`src/rtl/fp_spi_cmd_sequencer.sv`:
```
// Front-panel SPI command sequencer: frames bytes, decodes commands, drives LED/PWM registers and MISO.
// Optional LED readback command (8'h02) is enabled by defining FP_SPI_LED_READBACK_EN.
module fp_spi_cmd_sequencer #(
    parameter logic [7:0] WRITE_LED_PORT = 8'h01,
    parameter logic [7:0] WRITE_PWM_PORT = 8'h04,
    parameter logic [7:0] READ_CHIP_ID   = 8'h06,
    parameter logic [7:0] READ_STATUS    = 8'h07,
    parameter logic [7:0] CHIP_ID        = 8'h71,
    parameter int         NUM_PWM        = 2
) (
    input  logic                 SCLK,
    input  logic                 BITCNT_RST,
    input  logic                 SS,
    input  logic                 MOSI,
    output logic                 MISO,
    output logic [3:0]           LEDPORT,
    output logic [8*NUM_PWM-1:0] PWMPORT,
    output logic                 BYTE_STB,
    output logic                 CMD_ERR
);

    typedef enum logic [1:0] {S_CMD, S_DATA, S_ERR} state_t;

    localparam logic [2:0] PTR_LAST = 3'(NUM_PWM - 1);
`ifdef FP_SPI_LED_READBACK_EN
    localparam logic [7:0] READ_LED_PORT = 8'h02;
`endif

    state_t               r_state;
    logic [2:0]           r_bit_cnt;
    logic [6:0]           r_rx_shift;
    logic [7:0]           r_cmd;
    logic [7:0]           r_tx_byte;
    logic [2:0]           r_pwm_ptr;
    logic [3:0]           r_err_cnt;
    logic                 r_led_first;
    logic                 r_miso;
    logic [3:0]           r_led;
    logic [8*NUM_PWM-1:0] r_pwm;
    logic                 r_byte_stb;
    logic                 r_cmd_err;

    logic [7:0]           w_byte;
    logic                 w_done;
    logic                 w_cmd_valid;
    logic [7:0]           w_resp;

    // The byte completing this edge includes the bit currently on MOSI.
    assign w_byte = {MOSI, r_rx_shift};
    assign w_done = (r_bit_cnt == 3'd7);

    always_comb begin
        w_cmd_valid = 1'b0;
        w_resp      = 8'h00;
        if (w_byte == WRITE_LED_PORT || w_byte == WRITE_PWM_PORT) begin
            w_cmd_valid = 1'b1;
        end else if (w_byte == READ_CHIP_ID) begin
            w_cmd_valid = 1'b1;
            w_resp      = CHIP_ID;
        end else if (w_byte == READ_STATUS) begin
            w_cmd_valid = 1'b1;
            w_resp      = {r_err_cnt, 1'b0, r_pwm_ptr};
`ifdef FP_SPI_LED_READBACK_EN
        end else if (w_byte == READ_LED_PORT) begin
            w_cmd_valid = 1'b1;
            w_resp      = {4'b0000, r_led};
`endif
        end
    end

    always_ff @(posedge SCLK or posedge BITCNT_RST) begin
        if (BITCNT_RST) begin
            r_state     <= S_CMD;
            r_bit_cnt   <= 3'd0;
            r_rx_shift  <= 7'd0;
            r_cmd       <= 8'h00;
            r_tx_byte   <= 8'h00;
            r_pwm_ptr   <= 3'd0;
            r_err_cnt   <= 4'd0;
            r_led_first <= 1'b0;
            r_miso      <= 1'b0;
            r_led       <= 4'd0;
            r_pwm       <= '0;
            r_byte_stb  <= 1'b0;
            r_cmd_err   <= 1'b0;
        end else if (SS) begin
            r_state    <= S_CMD;
            r_bit_cnt  <= 3'd0;
            r_rx_shift <= 7'd0;
            r_pwm_ptr  <= 3'd0;
            r_miso     <= 1'b0;
            r_byte_stb <= 1'b0;
            r_cmd_err  <= 1'b0;
        end else begin
            r_rx_shift <= w_byte[7:1];
            r_bit_cnt  <= r_bit_cnt + 3'd1;
            r_byte_stb <= w_done;
            case (r_state)
                S_CMD: begin
                    if (w_done) begin
                        if (w_cmd_valid) begin
                            r_state     <= S_DATA;
                            r_cmd       <= w_byte;
                            r_tx_byte   <= w_resp;
                            r_miso      <= w_resp[0];
                            r_led_first <= 1'b1;
                        end else begin
                            r_state   <= S_ERR;
                            r_cmd_err <= 1'b1;
                            r_miso    <= 1'b0;
                            if (r_err_cnt != 4'hF) begin
                                r_err_cnt <= r_err_cnt + 4'd1;
                            end
                        end
                    end
                end
                S_DATA: begin
                    // Presents the next response bit; wraps to bit 0 so reads repeat per byte.
                    r_miso <= r_tx_byte[r_bit_cnt + 3'd1];
                    if (w_done) begin
                        if (r_cmd == WRITE_LED_PORT) begin
                            if (r_led_first) begin
                                r_led <= w_byte[3:0];
                            end
                            r_led_first <= 1'b0;
                        end
                        if (r_cmd == WRITE_PWM_PORT) begin
                            for (int n = 0; n < NUM_PWM; n++) begin
                                if (r_pwm_ptr == 3'(n)) begin
                                    r_pwm[8*n +: 8] <= w_byte;
                                end
                            end
                            r_pwm_ptr <= (r_pwm_ptr == PTR_LAST) ? 3'd0 : r_pwm_ptr + 3'd1;
                        end
                    end
                end
                S_ERR: begin
                    r_miso <= 1'b0;
                end
                default: begin
                    r_state <= S_CMD;
                end
            endcase
        end
    end

    assign MISO     = r_miso;
    assign LEDPORT  = r_led;
    assign PWMPORT  = r_pwm;
    assign BYTE_STB = r_byte_stb;
    assign CMD_ERR  = r_cmd_err;

endmodule

```
`config.mk`:
```
export PLATFORM = sky130hd
export DESIGN_NAME = fp_spi_cmd_sequencer
export DESIGN_NICKNAME = d
export VERILOG_FILES = /design/src/rtl/fp_spi_cmd_sequencer.sv
export SDC_FILE = /design/constraint.sdc
export NUM_CORES = 1
export LEC_CHECK = 0
export CAP_MARGIN = 20
export CORE_MARGIN = 1.5
export CORE_UTILIZATION = 52
export CTS_BUF_LIST = sky130_fd_sc_hd__clkbuf_8
export CTS_CLUSTER_DIAMETER = 100
export CTS_CLUSTER_SIZE = 20
export DETAILED_ROUTE_END_ITERATION = 8
export GPL_TIMING_DRIVEN = 0
export PLACE_DENSITY = 0.77
export SLEW_MARGIN = 20
export SYNTH_ARGS = -nofsm -noshare
export SYNTH_HDL_FRONTEND = slang
export SYNTH_SLANG_ARGS = --single-unit
```
`constraint.sdc`:
```
create_clock -name SCLK -period 2 [get_ports SCLK]
set_input_delay 0.4 -clock SCLK [delete_from_list [all_inputs] [get_ports SCLK]]
set_output_delay 0.4 -clock SCLK [all_outputs]
set_load 0.005 [all_outputs]
```
# After elaboration in Yosys (flattened, before gate mapping)
# Cells that the tools add are included.
# totals
word_cells	91
ff_bits	59
in_bits	4
# classes
eq_ne	18
n_reduce_logical	20
n_mux	33
bitwise	2
addsub	3
n_lt_le_gt_ge	1
# op_table
operator	n
8-bit by 3-bit == test with 1-bit output, second input constant	4
8-bit two-way mux	3
5-bit AND reduction	4
3-bit two-way mux	6
8-bit by 1-bit == test with 1-bit output, second input constant	2
1-bit two-way mux	16
2-bit inequality test, second input constant	5
2-bit nonzero test	5
7-bit two-way mux	1
3-bit by 1-bit adder with 3-bit output, second input constant	2
2-bit two-way mux	3
3-bit AND reduction	2
6-bit AND reduction	1
4-bit by 1-bit adder with 4-bit output, second input constant	1
3-bit by 4-bit less-than comparator with 1-bit output, second input constant	1
4-bit inequality test, second input constant	1
2-bit one-hot mux with 2 select lines	1
2-bit AND reduction	2
4-bit AND reduction	1
4-bit nonzero test	1
1-bit binary-select mux with 3-bit select	1
3-bit by 1-bit == test with 1-bit output, second input constant	1
3-bit == test, second input constant	1
3-bit logical NOT	1
other kinds (10)	11

# Logic depth before layout (Yosys ltp)
# Gate-level depths: netlist of run 1.
# depth
depth_word	8
depth_mapped	8
ltp_nobuf	7

# Worst setup path after synthesis of run 1
# No wires, ideal clock.
# synth_timing
kind	register -> register
from	register r_bit_cnt[0]
to	register r_pwm[1], in the netlist PWMPORT[1]
arrival_ns	1.939
slack_ns	-0.064
synth_period_minus_slack_ns	2.064
setup_time_ns	0.125
stages_incl_launch_ff	8
required_ns	1.875
path_cell_list	dfrtp_1 -> ha_1 -> ha_1 -> and4b_1 -> and4_1 -> clkbuf_2 -> nand3_1 -> mux2_2
# synth_between
elab_chain_len	2
# synth_lines
item	line	rtl
start, declared	30	logic [2:0] r_bit_cnt;
start signal, assigned	96	r_bit_cnt <= r_bit_cnt + 3'd1;
3-bit == test	50	assign w_done = (r_bit_cnt == 3'd7);
5-bit AND reduction (no line)	n/a	
end signal, assigned by index	130	r_pwm[8*n +: 8] <= w_byte;
end, declared	39	logic [8*NUM_PWM-1:0] r_pwm;
# Every way passes these cells.
# A chain may end at the register's enable or synchronous reset.

# Final worst setup path of run 1
# layout_timing
from	register r_rx_shift[3]
to	register r_cmd[4]
# layout_between
elab_chain_len	5
# layout_lines
item	line	rtl
start, declared	31	logic [6:0] r_rx_shift;
start signal, assigned	95	r_rx_shift <= w_byte[7:1];
8-bit by 3-bit == test with 1-bit output	60	end else if (w_byte == READ_STATUS) begin
1-bit two-way mux	60	
1-bit two-way mux	57	end else if (w_byte == READ_CHIP_ID) begin
1-bit two-way mux *	55	if (w_byte == WRITE_LED_PORT || w_byte == WRITE_PWM_PORT) begin
4-bit AND reduction (no line) *	n/a	
end signal, assigned	103	r_cmd <= w_byte;
end, declared	32	logic [7:0] r_cmd;
# Every way passes the cells marked *; elsewhere a longest branch is shown, timed or not.

==> flow_metrics.tcl, run 1 <==
set metrics [dict create \
    antenna_found_initial 0 \
    cp_max_fo 10 \
    fin_ws_ps 24.9 \
    synth_top_cell_area_share 0.579 \
    ys_types 47 \
    period_needed_ps 1980 \
    finalSetupViolCount 0 \
    firstDrtPassIters 4 \
    pwr-share-seq 0.547 \
    drt_wl_total_um 4930 \
    synth_area_um2 2510 \
    hold_viol 0 \
    power.internal_w 0.00168 \
    drive_gt1_frac 0.241 \
    skew_ps 3.82 \
    synth_seq_cells 58 \
    cts_buffers 9 \
    yosysSeqAreaShare 0.579 \
    holdCritPathClass "input port to flip-flop" \
    postCtsHoldBufs 0 \
    synth.most_common_cell "dfrtp_1" \
    outcome "finished, final reports clean" \
    synthTopCellsByCount "dfrtp_1, mux2_2, nand2_1" \
    grt_max_degree 59 \
    p_clk_frac 0.413 \
    cts.sinks 58 \
    synth_nets 213 \
    final.setup.tns_ps 0 \
    power.share.combinational 0.040 \
    routabilityCongestion 0.762 \
    clk-insertion-delay-late_ps 340 \
    power.switching_w 0.000511 \
    yosys.area.top_type "dfrtp_1" \
    grt_usage 0.214 \
    power.share.switching 0.233 \
    rsz0062_at_grt "yes" \
    grt_pass1_wl_um 8130 \
    wl_per_cell_um 16.3 \
    synth_cells 203 \
    worstPathRequired_ps 2230 \
    synthToLayoutAreaGrowth_pct 24.4 \
    globalRouteOverflowTotal 0 \
    dpl.hpwl_um 3270 \
    via_per_inst 5.67 \
    fmax_ghz 0.506 \
    post-route-util 0.665 \
    insertedDiodeCount 0 \
    die_area_um2 5240 \
    drtIter0Drc 98 \
    multi_input_area_um2 1060 \
    slew_headroom 0.542 \
    finalMaxSlewViolations 0 \
    vias 1718 \
    maxCapViolations 0 \
    pwr_density_cell_nw_per_um2 703 \
    fillers 353 \
    dominantRegCellSynth "dfrtp_1" \
    die_h_um 72.4 \
    hold-worst-slack_ps 279 \
    grt_pass1_vias 1670 \
    die_x_um 72.4 \
    syn_area_per_cell_um2 12.3 \
    leakage_nw 1.47 \
    cts_tree "done" \
    final_nets 254 \
    place_inst 282 \
    cts_max_level 3 \
    worst_slew_pin_slew_ps 687 \
    ios 27 \
    drc 0 \
    async_flop_share 1.00 \
    port_buffers 25 \
    post-route-period-util 0.988 \
    dp_slack_ps -253 \
    critPathArrivalTime_ps 2210 \
    endpoint_kind "flip-flop" \
    ir_drop_mv 0.414 \
    yosysWarnings 0 \
    cts.clk_slew.worst_paths_ps 60 \
    ctsRootBufferMaster "clkbuf_8" \
    r2r_slack_ps 20 \
    regArea_um2 1450 \
    synth_area_leaders "dfrtp_1, mux2_2, ha_1, nor2b_1, nand2_1" \
    final_cell_count_no_fill 303 \
    synth_edf_count 0 \
    cts_max_path_buffers 2 \
    core.rowCount 25 \
    core_um2 4690 \
    worstSetupPathType "flip-flop to flip-flop" \
    ant_nets 0 \
    start_util 0.534 \
    cp-start-kind "flip-flop" \
]
[flip-flops by register name, summed over array words and instances (netlist names)]
signal	flops
CMD_ERR	1
r_pwm_ptr	3
r_rx_shift	7
r_state	2
r_err_cnt	4
LEDPORT	4
BYTE_STB	1
PWMPORT	16
r_cmd	8
MISO	1
r_led_first	1
r_bit_cnt	3
r_tx_byte	7
[routing by layer]
| layer | global-route usage | routed length [um] | up-vias |
|---|---|---|---|
| met2 | 0.342 | 2470 | 35 |
| li1 | - | - | 800 |
| met5 | 0 | 0 | - |
| met1 | 0.272 | 2120 | 875 |
| met4 | 0.0818 | 108 | 0 |
| met3 | 0.0694 | 235 | 8 |
[path summary, 6_finish.rpt]
path	start	cells after the start	end
setup / recovery	r_rx_shift[3]$_DFF_PP0_	5	r_cmd[4]$_DFFE_PP0P_
hold / removal	SS	2	r_rx_shift[4]$_DFF_PP0_
setup reg to reg	r_rx_shift[3]$_DFF_PP0_	5	r_cmd[4]$_DFFE_PP0P_
hold reg to reg	r_cmd[7]$_DFFE_PP0P_	1	r_cmd[7]$_DFFE_PP0P_
max in group asynchronous	BITCNT_RST	2	r_bit_cnt[0]$_DFF_PP0_
min in group asynchronous	BITCNT_RST	2	r_cmd[3]$_DFFE_PP0P_
[logic make-up after synthesis]
group                      count (synthesis)  synth area share
AOI/OAI and AO/OA                         29            0.0774
xor gates and xnor gates                   4            0.0140
adders and majority gates                  6            0.0300
buffers and inverters                     15            0.0270
DFF                                       58             0.579
muxes                                     25             0.116
and+or+nand+nor                           66             0.157
[per-stage QoR]
stage	power, W	instance area (um2)
detailed placement	0.00130	2850
finish	0.00219	3120
global route	0.00228	3120
global placement	0.00130	2840
CTS	0.00220	3070
floorplan	0.00128	2530
[what timing repair did]
action,CTS,global route
buffers inserted,3,2
pin swaps,0,1
endpoints found under the setup margin,23,30
gates cloned,1,0
resized for setup,4,6
[worst max-delay path: stages, from the launching register on]
cell and delay (ps):
dfrtp_1 440, or3_1 430, nor3_4 250, nand4_2 300, buf_2 280, and2_1 160
[placed cells by master, fill, tap and decap left out, types with 3 or more instances in the layout]
| master | n |
|---|---|
| a21oi_1 | 4 |
| a22o_1 | 3 |
| and2_1 | 5 |
| buf_4 | 4 |
| clkbuf_1 | 4 |
| clkbuf_8 | 10 |
| clkdlybuf4s50_1 | 25 |
| clkinv_2 | 3 |
| dfrtp_1 | 57 |
| ha_1 | 4 |
| inv_1 | 9 |
| mux2_2 | 22 |
| nand2_1 | 13 |
| nand2b_1 | 3 |
| nand3_1 | 4 |
| nand4_1 | 5 |
| nor2_1 | 11 |
| nor2b_1 | 11 |
| o21ai_0 | 8 |
[power by group through the flow]
| stage | logic [W] | registers [W] | clock network, W |
|---|---|---|---|
| 2_1_floorplan | 0.0000584 | 0.00122 | 0 |
| 3_3_place_gp | 0.0000795 | 0.00122 | 0 |
| 3_5_place_dp | 0.0000827 | 0.00122 | 0 |
| 4_1_cts | 0.0000882 | 0.00120 | 0.000919 |
| 5_1_grt | 0.000101 | 0.00120 | 0.000976 |
| 6_report | 0.0000879 | 0.00120 | 0.000905 |
[layout make-up]
| cell class | instances | share of cell area |
|---|---|---|
| sequential | 58 | 0.466 |
| multi-input combinational | 131 | 0.341 |
| timing repair buffer | 30 | 0.0963 |
| clock buffer | 10 | 0.0441 |
| tap | 54 | 0.0217 |
| buffer | 7 | 0.0136 |
| inverter | 7 | 0.00923 |
| clock inverter | 6 | 0.00843 |
Power figures use the tool's default switching activity.
==> run 2, diff against run 1 <==
--- a/config.mk
+++ b/config.mk
@@ -7,13 +7,13 @@
 export LEC_CHECK = 0
 export CAP_MARGIN = 20
 export CORE_MARGIN = 1.5
-export CORE_UTILIZATION = 52
+export CORE_UTILIZATION = 58
 export CTS_BUF_LIST = sky130_fd_sc_hd__clkbuf_8
 export CTS_CLUSTER_DIAMETER = 100
 export CTS_CLUSTER_SIZE = 20
 export DETAILED_ROUTE_END_ITERATION = 8
 export GPL_TIMING_DRIVEN = 0
-export PLACE_DENSITY = 0.77
+export PLACE_DENSITY = 0.82
 export SLEW_MARGIN = 20
 export SYNTH_ARGS = -nofsm -noshare
 export SYNTH_HDL_FRONTEND = slang
==> constraint.sdc (replaced) <==
create_clock -name SCLK -period 1.95 [get_ports SCLK]
set_input_delay 0.39 -clock SCLK [delete_from_list [all_inputs] [get_ports SCLK]]
set_output_delay 0.39 -clock SCLK [all_outputs]
set_load 0.005 [all_outputs]
==> run 2 against run 1 <==
Critical path depth rose by 1. Clock-buffer cell count rose by 2. Die area fell by 9.9%. Combinational power rose by 16%. Register-to-register slack improved by 50 ps. Fmax rose by 5.6%. First-iteration DRC count rose by 5.1%. Setup slack improved by 55 ps. Cell area rose by 6.5%. Cell count rose by 1.3%.
==> flow_metrics.tcl, run 2 (synthesis results as in run 1) <==
set metrics [dict create \
    outcome "finished, final reports clean" \
    dp_slack_ps -262 \
    fillers 225 \
    mostFrequentLayoutCells "dfrtp_1, clkdlybuf4s50_1, mux2_2, nand2_1, buf_4" \
    routabilityCongestion 0.795 \
    drc 0 \
    cts_max_level 3 \
    finalMaxSlewViolations 0 \
    post-route-util 0.813 \
    vias 1772 \
    grt_pass1_vias 1776 \
    worstSetupPathType "flip-flop to flip-flop" \
    start_util 0.613 \
    fin_total_pwr_w 0.00265 \
    largest_reg_flops 16 \
    cts.sinks 58 \
    cts_buffers 9 \
    ir_drop_mv 0.562 \
    post-route-period-util 0.959 \
    drive_gt1_frac 0.323 \
    grt_pass1_wl_um 8510 \
    dpl_cell_area_um2 2840 \
    grt_usage 0.258 \
    die_area_um2 4720 \
    clk-insertion-delay-late_ps 340 \
    crit_chain "or3_4 > nor3_4 > buf_4 > a21oi_2 > nand4_1 > mux2_2" \
    cts_max_path_buffers 2 \
    period_needed_ps 1870 \
    met1_length_um 2340 \
    drtIter0Drc 103 \
    firstDrtPassIters 4 \
    antenna_found_initial 0 \
    max_stage_delay_ps 450 \
    ctsRootBufferMaster "clkbuf_8" \
    ios 27 \
    hp-start "SS" \
    finalSetupViolCount 0 \
    pwr_density_cell_nw_per_um2 797 \
    cp-start-kind "flip-flop" \
    hold-worst-slack_ps 277 \
    holdCritPathClass "input port to flip-flop" \
    highest_layer "met4" \
    critPathLaunch "r_rx_shift[3]$_DFF_PP0_" \
    hold_viol 0 \
    port_buffers 25 \
    slowest_stage "dfrtp_2" \
    critPathArrivalTime_ps 2100 \
    met3WireLength_um 285 \
    core_um2 4090 \
    layout_commonest_cell "dfrtp_1" \
    leakage_nw 1.52 \
    worstPathRequired_ps 2180 \
    final_nets 262 \
    via_per_inst 5.77 \
    slew_headroom 0.542 \
    grt_max_degree 59 \
    fin_ws_ps 79.5 \
    rr_startpoint "r_rx_shift[3]$_DFF_PP0_" \
    endpoint_kind "flip-flop" \
    rsz0062_at_grt "no" \
    cp_top_family "simple AND/OR/NAND/NOR gates" \
    wl_met2_um 2760 \
    maxCapViolations 0 \
    final_cell_area_um2 3320 \
    skew_ps 8.66 \
    cp_max_fo 6 \
    ant_nets 0 \
    r2r_slack_ps 80 \
    fmax_ghz 0.535 \
    die_h_um 68.7 \
    synthToLayoutAreaGrowth_pct 32.6 \
    worst_slew_pin_slew_ps 687 \
    cts.clk_slew.worst_paths_ps 70 \
    cts_tree "done" \
    worst-path-buf-inv 1 \
    drt_wl_total_um 5480 \
    dpl.hpwl_um 3240 \
    wl_per_cell_um 17.9 \
    die_x_um 68.7 \
    globalRouteOverflowTotal 0 \
    core.rowCount 23 \
    insertedDiodeCount 0 \
]
[run 2: changes by cell type in the layout (fill, tap and decap cells not counted), moves of 2 or more]
cell | before | now
clkbuf_8 | 10 | 12
buf_4 | 4 | 13
clkinv_2 | 3 | 1
inv_1 | 9 | 5
bufinv_16 | 0 | 2
ha_1 | 4 | 2
[run 2: worst register-to-register path, delay by kind of cell, from the launching register on]
family	cells	cell delay [ps]
and+or+nand+nor	3	730
AOI/OAI and AO/OA	1	90
buffers and inverters	1	170
muxes	1	340
DFF	1	450
[run 2: power breakdown]
part	leakage [nW]	internal, W	switching [W]
Sequential	0.803	0.00122	0.0000152
Clock	0.119	0.000822	0.000495
Combinational	0.602	0.0000406	0.0000610
Total	1.52	0.00208	0.000571
[run 2: final timing paths]
check	cells after the start	end
max in group asynchronous	2	r_rx_shift[3]$_DFF_PP0_
min in group asynchronous	2	r_cmd[6]$_DFFE_PP0P_
worst min register to register	2	r_tx_byte[5]$_DFFE_PP0P_
worst max register to register	6	r_err_cnt[3]$_DFFE_PP0P_
worst min-delay path	2	r_rx_shift[6]$_DFF_PP0_
worst max-delay path	6	r_err_cnt[3]$_DFFE_PP0P_
[run 2: what timing repair did]
item                       CTS  global route
gates cloned                 1             1
setup endpoints to repair   30            33
hold endpoints to repair     0             0
pin swaps                    5             4
hold buffers                 0             0
buffers inserted             8             5
gates resized for setup     16            16
[run 2: per-stage QoR]
stage               setup TNS, ps  std cells
floorplan                       0        203
global placement           -52700        278
detailed placement          -5680        278
CTS                         -83.8        303
global route                    0        307
finish                          0        307
[run 2: cell type report]
cell class / count / area, um2 / area share
flip-flops and latches: 58 / 1450 / 0.438
well taps: 50 / 62.6 / 0.0188
inverters: 7 / 28.8 / 0.00866
clock inverters: 4 / 72.6 / 0.0218
plain buffers: 6 / 48.8 / 0.0147
clock buffers: 12 / 165 / 0.0497
multi-input cells: 131 / 1130 / 0.340
repair buffers: 39 / 359 / 0.108
[run 2: per-layer routing]
layer  global-route usage  vias to the layer above
met5                    0                        -
met4                0.152                        0
met3               0.0860                       11
met2                0.403                       54
met1                0.313                      887
li1                     -                      820
==> patch 1: new RTL, settings of run 2 <==
The parameter `NUM_PWM` goes from 2 to 1.
--- a/src/rtl/fp_spi_cmd_sequencer.sv
+++ b/src/rtl/fp_spi_cmd_sequencer.sv
@@ -6,7 +6,7 @@
     parameter logic [7:0] READ_CHIP_ID   = 8'h06,
     parameter logic [7:0] READ_STATUS    = 8'h07,
     parameter logic [7:0] CHIP_ID        = 8'h71,
-    parameter int         NUM_PWM        = 2
+    parameter int         NUM_PWM        = 1
 ) (
     input  logic                 SCLK,
     input  logic                 BITCNT_RST,
Ports: changed (resized PWMPORT); port bits go from 27 to 19. No check against the original RTL was run, so the function may have changed too.
==> patch 1 against run 2 <==
Sequential share of layout area up 0.21 points; clock skew increased by 0.0019 ns; worst setup slack got worse by 0.20 ns; design area decreased by 14%; power fell by 29%; sequential power decreased by 14%; area after synthesis down 7.9%; the run now ends with negative setup slack left; hold slack improved by 0.16 ns; sequential cell count down 8; wire length decreased by 17%; synthesized cell count shrank 7.9%; non-clock buffer count down 12; count of clock-buffer cells in the layout shrank 7; critical path depth unchanged.
==> patch 1: results (changes against run 2) <==
status: "complete, but fails checks"  # was completed
violations: "negative setup slack"
num_antenna_cells: 0  # unchanged
power_frac_clock_pct: 38.3  # was 49.7%
via_per_inst: 5.78  # was 5.77
ir_drop_v: 0.000706  # was 0.000562 V
drtIter0Drc: 114  # was 103
portBuffers: 18  # was 25
ys_types: 45  # was 47
layout_setup_ws_ns: -0.121  # was 0.0795 ns
grt_max_degree: 27  # was 59
cts_resized: 10  # was 16
syn_nets: 199  # was 213
setup_tns_ns: -0.972  # was 0 ns
slew_headroom_pct: 62.7  # was 54.2%
num-nets-final: 234  # was 262
yosys-top-cells-count: "dfrtp_1, mux2_2, nor2_1, nor2b_1, inv_1"  # was dfrtp_1, mux2_2, nand2_1
dpl.hpwl_um: 3130  # was 3240 µm
clock-skew-final_ns: 0.0105  # was 0.00866 ns
cts_buffers: 5  # was 9
path_clk_slew_ns: 0.09  # was 0.07 ns
clk_latency_ns: 0.31  # was 0.34 ns
grt_use_total_pct: 24.0  # was 25.8%
r2r_end: "PWMPORT[7]$_DFFE_PP0P_"  # was r_err_cnt[3]$_DFFE_PP0P_
yosys_warnings: 0  # unchanged
p_switching_w: 0.000416  # was 0.000571 W
synth_area_leaders: "dfrtp_1, mux2_2, mux2_4"  # was dfrtp_1, mux2_2, ha_1
htreeDepth: 2  # was 3
p_comb_share_pct: 5.6  # was 3.8%
seq_area_frac_synth_pct: 54.2  # was 57.9%
setup_violations: 12  # was 0
crit_fanout: 8  # was 6
cts_setup_buffers: 8  # unchanged
synthMuxAreaShare_pct: 14.3  # was 11.6%
place_ws_ns: -0.441  # was -0.262 ns
synth_compound_area_share_pct: 6.94  # was 7.74%
grt_pass1_vias: 1603  # was 1776
placedInstanceArea_mm2: 0.00261  # was 0.00284 mm²
place_congestion: 0.831  # was 0.795
clockBufferDepth: 2  # unchanged
cellLeakagePower_nw: 1.34  # was 1.52 nW
synthXorXnorAreaFrac_pct: 0.759  # was 1.40%
min_path_type: "primary input to asynchronous set/reset pin"  # was primary input to flop
wl_um: 4540  # was 5480 µm
regToRegStartpoint: "r_bit_cnt[1]$_DFF_PP0_"  # was r_rx_shift[3]$_DFF_PP0_
layout-drive-gt1-share_pct: 28.3  # was 32.3%
grt_pass1_wl_um: 7670  # was 8510 µm
fill_cells: 233  # was 225
synth_fa_ha_area_share_pct: 4.34  # was 3.00%
[patch 1: worst min-delay path by stage]
| stage | startpoint | to | slack, ns | depth (start not counted) |
|---|---|---|---|---|
| finish | BITCNT_RST | r_pwm_ptr[2]$_DFFE_PP0P_ | 0.44 | 2 |
| global route | BITCNT_RST | r_pwm_ptr[2]$_DFFE_PP0P_ | 0.50 | 2 |
| CTS | BITCNT_RST | r_pwm_ptr[2]$_DFFE_PP0P_ | 0.46 | 2 |
| detailed placement | r_cmd[3]$_DFFE_PP0P_ | r_cmd[3]$_DFFE_PP0P_ | 0.48 | 1 |
| global placement | r_cmd[3]$_DFFE_PP0P_ | r_cmd[3]$_DFFE_PP0P_ | 0.47 | 1 |
| floorplan | r_cmd[3]$_DFFE_PP0P_ | r_cmd[3]$_DFFE_PP0P_ | 0.45 | 1 |
[patch 1: area by class of cell]
cell class                      count  area (µm²)  area share, %
Clock buffer                        5        68.8           2.42
Sequential cell                    50        1250           44.0
Buffer                              4        20.0          0.703
Clock inverter                      3        41.3           1.45
Inverter                           11        41.3           1.45
Tap cell                           48        60.1           2.11
Multi-Input combinational cell    121        1080           38.0
Timing Repair Buffer               29         283           9.93
[patch 1: metrics by stage]
stage	std cells	power (W)
final	271	0.00189
after global routing	271	0.00196
after detailed placement	254	0.00118
after CTS	269	0.00190
after global placement	253	0.00116
after floorplan	187	0.00114
[patch 1: layer usage]
metal	vias up	share of wire (%)	track usage (%)
met2	60	49	37.1
met5	-	0	0
met4	0	1.6	9.18
met1	772	42	30.1
met3	7	7.1	9.71
li1	728	-	-
[patch 1: critical path, stage by stage (launching register included)]
cell	delay [ns]
dfrtp_1	0.39
ha_4	0.15
ha_4	0.14
and4b_1	0.24
nand3_2	0.09
or4b_4	0.62
mux2_4	0.33
==> patch 2: new RTL, flow settings as in run 2 <==
Without the edit above. Register the output `PWMPORT` once more, without a reset; this adds one clock of latency there. The other outputs are not delayed to match.
--- a/src/rtl/fp_spi_cmd_sequencer.sv
+++ b/src/rtl/fp_spi_cmd_sequencer.sv
@@ -146,7 +146,9 @@
 
     assign MISO     = r_miso;
     assign LEDPORT  = r_led;
-    assign PWMPORT  = r_pwm;
+    always_ff @(posedge SCLK) begin
+        PWMPORT <= r_pwm;
+    end
     assign BYTE_STB = r_byte_stb;
     assign CMD_ERR  = r_cmd_err;
 
Check against the original RTL: no difference found for any inputs over 10 cycles, from zero or initial values and one cycle with BITCNT_RST high; that may be too few to reach the edited logic, so the function may still have changed.
==> patch 2 against run 2 <==
The flow now finishes with violations (negative setup slack); fmax decreased by 19%; sequential share of layout area increased by 2.9 points; cell count increased by 7.8%; die area increased by 11%; global-route usage increased by 0.70 points; via count increased by 9.6%; wire length increased by 19%; design area increased by 14%; first-iteration DRC count increased by 52%; area after synthesis increased by 11%; worst setup slack got worse by 0.43 ns; sequential cell count increased by 16; power increased by 17%; critical path type unchanged; highest routed layer unchanged.
==> patch 2: results (changes against run 2) <==
crit_arrival_ns: 2.54  # was 2.10 ns
drtIter0Drc: 157  # was 103
place_ws_ns: -0.535  # was -0.262 ns
via_per_inst: 5.87  # was 5.77
grt_pass1_vias: 1940  # was 1776
layout_setup_ws_ns: -0.353  # was 0.0795 ns
first_pass_iters: 5  # was 4
dpl.hpwl_um: 3220  # was 3240 µm
seq_area_frac_synth_pct: 63.4  # was 57.9%
wl_met2_um: 3310  # was 2760 µm
min_from: "r_pwm[9]$_DFFE_PP0P_"  # was SS
syn_nets: 222  # was 213
cp_slowest_cell: "or4b_4"  # was dfrtp_2
num-nets-final: 282  # was 262
wl_um: 6520  # was 5480 µm
violations: "negative setup slack"
placed_cells: 292  # was 278
wl_met3_um: 339  # was 285 µm
layout-drive-gt1-share_pct: 32.5  # was 32.3%
ys_async_sr_fraction_pct: 78.4  # was 100%
whs_path_depth: 0  # was 2
place_congestion: 0.843  # was 0.795
hold-worst-slack_ns: 0.371  # was 0.277 ns
regToRegStartpoint: "r_state[1]$_DFFE_PP0P_"  # was r_rx_shift[3]$_DFF_PP0_
setup_tns_ns: -6.64  # was 0 ns
setup_violations: 24  # was 0
synth_area_leaders: "dfrtp_1, dfxtp_1, mux2_2"  # was dfrtp_1, mux2_2, ha_1
min_to: "PWMPORT[9]$_DFF_P_"  # was r_rx_shift[6]$_DFF_PP0_
ff2ff_path_depth: 9  # was 6
setup.worst_path.end: "LEDPORT[1]$_DFFE_PP0P_"  # was r_err_cnt[3]$_DFFE_PP0P_
grt_pass1_wl_um: 10000  # was 8510 µm
yosys-top-cells-count: "dfrtp_1, mux2_2, dfxtp_1"  # was dfrtp_1, mux2_2, nand2_1
fill_cells: 251  # was 225
status: "complete, but fails checks"  # was completed
setup.worst_path.start: "r_state[1]$_DFFE_PP0P_"  # was r_rx_shift[3]$_DFF_PP0_
## patch 2: cell count changes after synthesis, sizes merged, moves of 3 or more
cell / delta
dfxtp: +16
o31ai: +4
o21ai: -3
nand2: -3
## patch 2: layout make-up
type	instances	area [µm²]	area share [%]
plain buffers	8	52.6	1.38
inverters	5	21.3	0.560
clock buffers	9	124	3.26
flip-flops and latches	74	1770	46.7
well taps	54	67.6	1.78
repair buffers	48	468	12.3
clock inverters	7	119	3.13
multi-input cells	126	1170	30.9
## patch 2: worst max-delay path, delay by kind of cell, from the launching register on
kind          cells  cell delay [ns]
simple gates      4             0.97
fa+ha+maj         1             0.14
flops             1             0.40
mux               1             0.29
buf+inv           3             0.39
## patch 2: cell families (layout without fill, tap and decap cells)
logic type | after synthesis | count (layout) | share of synthesized area, %
flip-flops | 74 | 74 | 63.4
multiplexers | 25 | 25 | 11.0
buffers and inverters | 13 | 77 | 2.02
AO/OA/AOI/OAI | 26 | 26 | 6.14
adder cells (fa/ha/maj) | 6 | 6 | 2.69
AND/OR/NAND/NOR | 64 | 65 | 13.5
XOR/XNOR | 4 | 4 | 1.25
## patch 2: power by group
part	leakage [nW]	switching, W	internal (W)
Clock	0.121	0.000577	0.000852
Combinational	0.719	0.0000632	0.0000436
Sequential	0.932	0.0000146	0.00154
## patch 2: layer usage
| metal | track usage (%) | vias to the layer above |
|---|---|---|
| met4 | 12.8 | 0 |
| li1 | - | 861 |
| met5 | 0 | - |
| met1 | 35.4 | 991 |
| met2 | 41.7 | 74 |
| met3 | 5.97 | 16 |
## patch 2: what timing repair did
action	4_1_cts	5_1_grt
buffers inserted	17	4
gates cloned	2	0
resized for setup	41	10
pin swaps	7	5
setup endpoints to repair	46	41
hold buffers	0	0
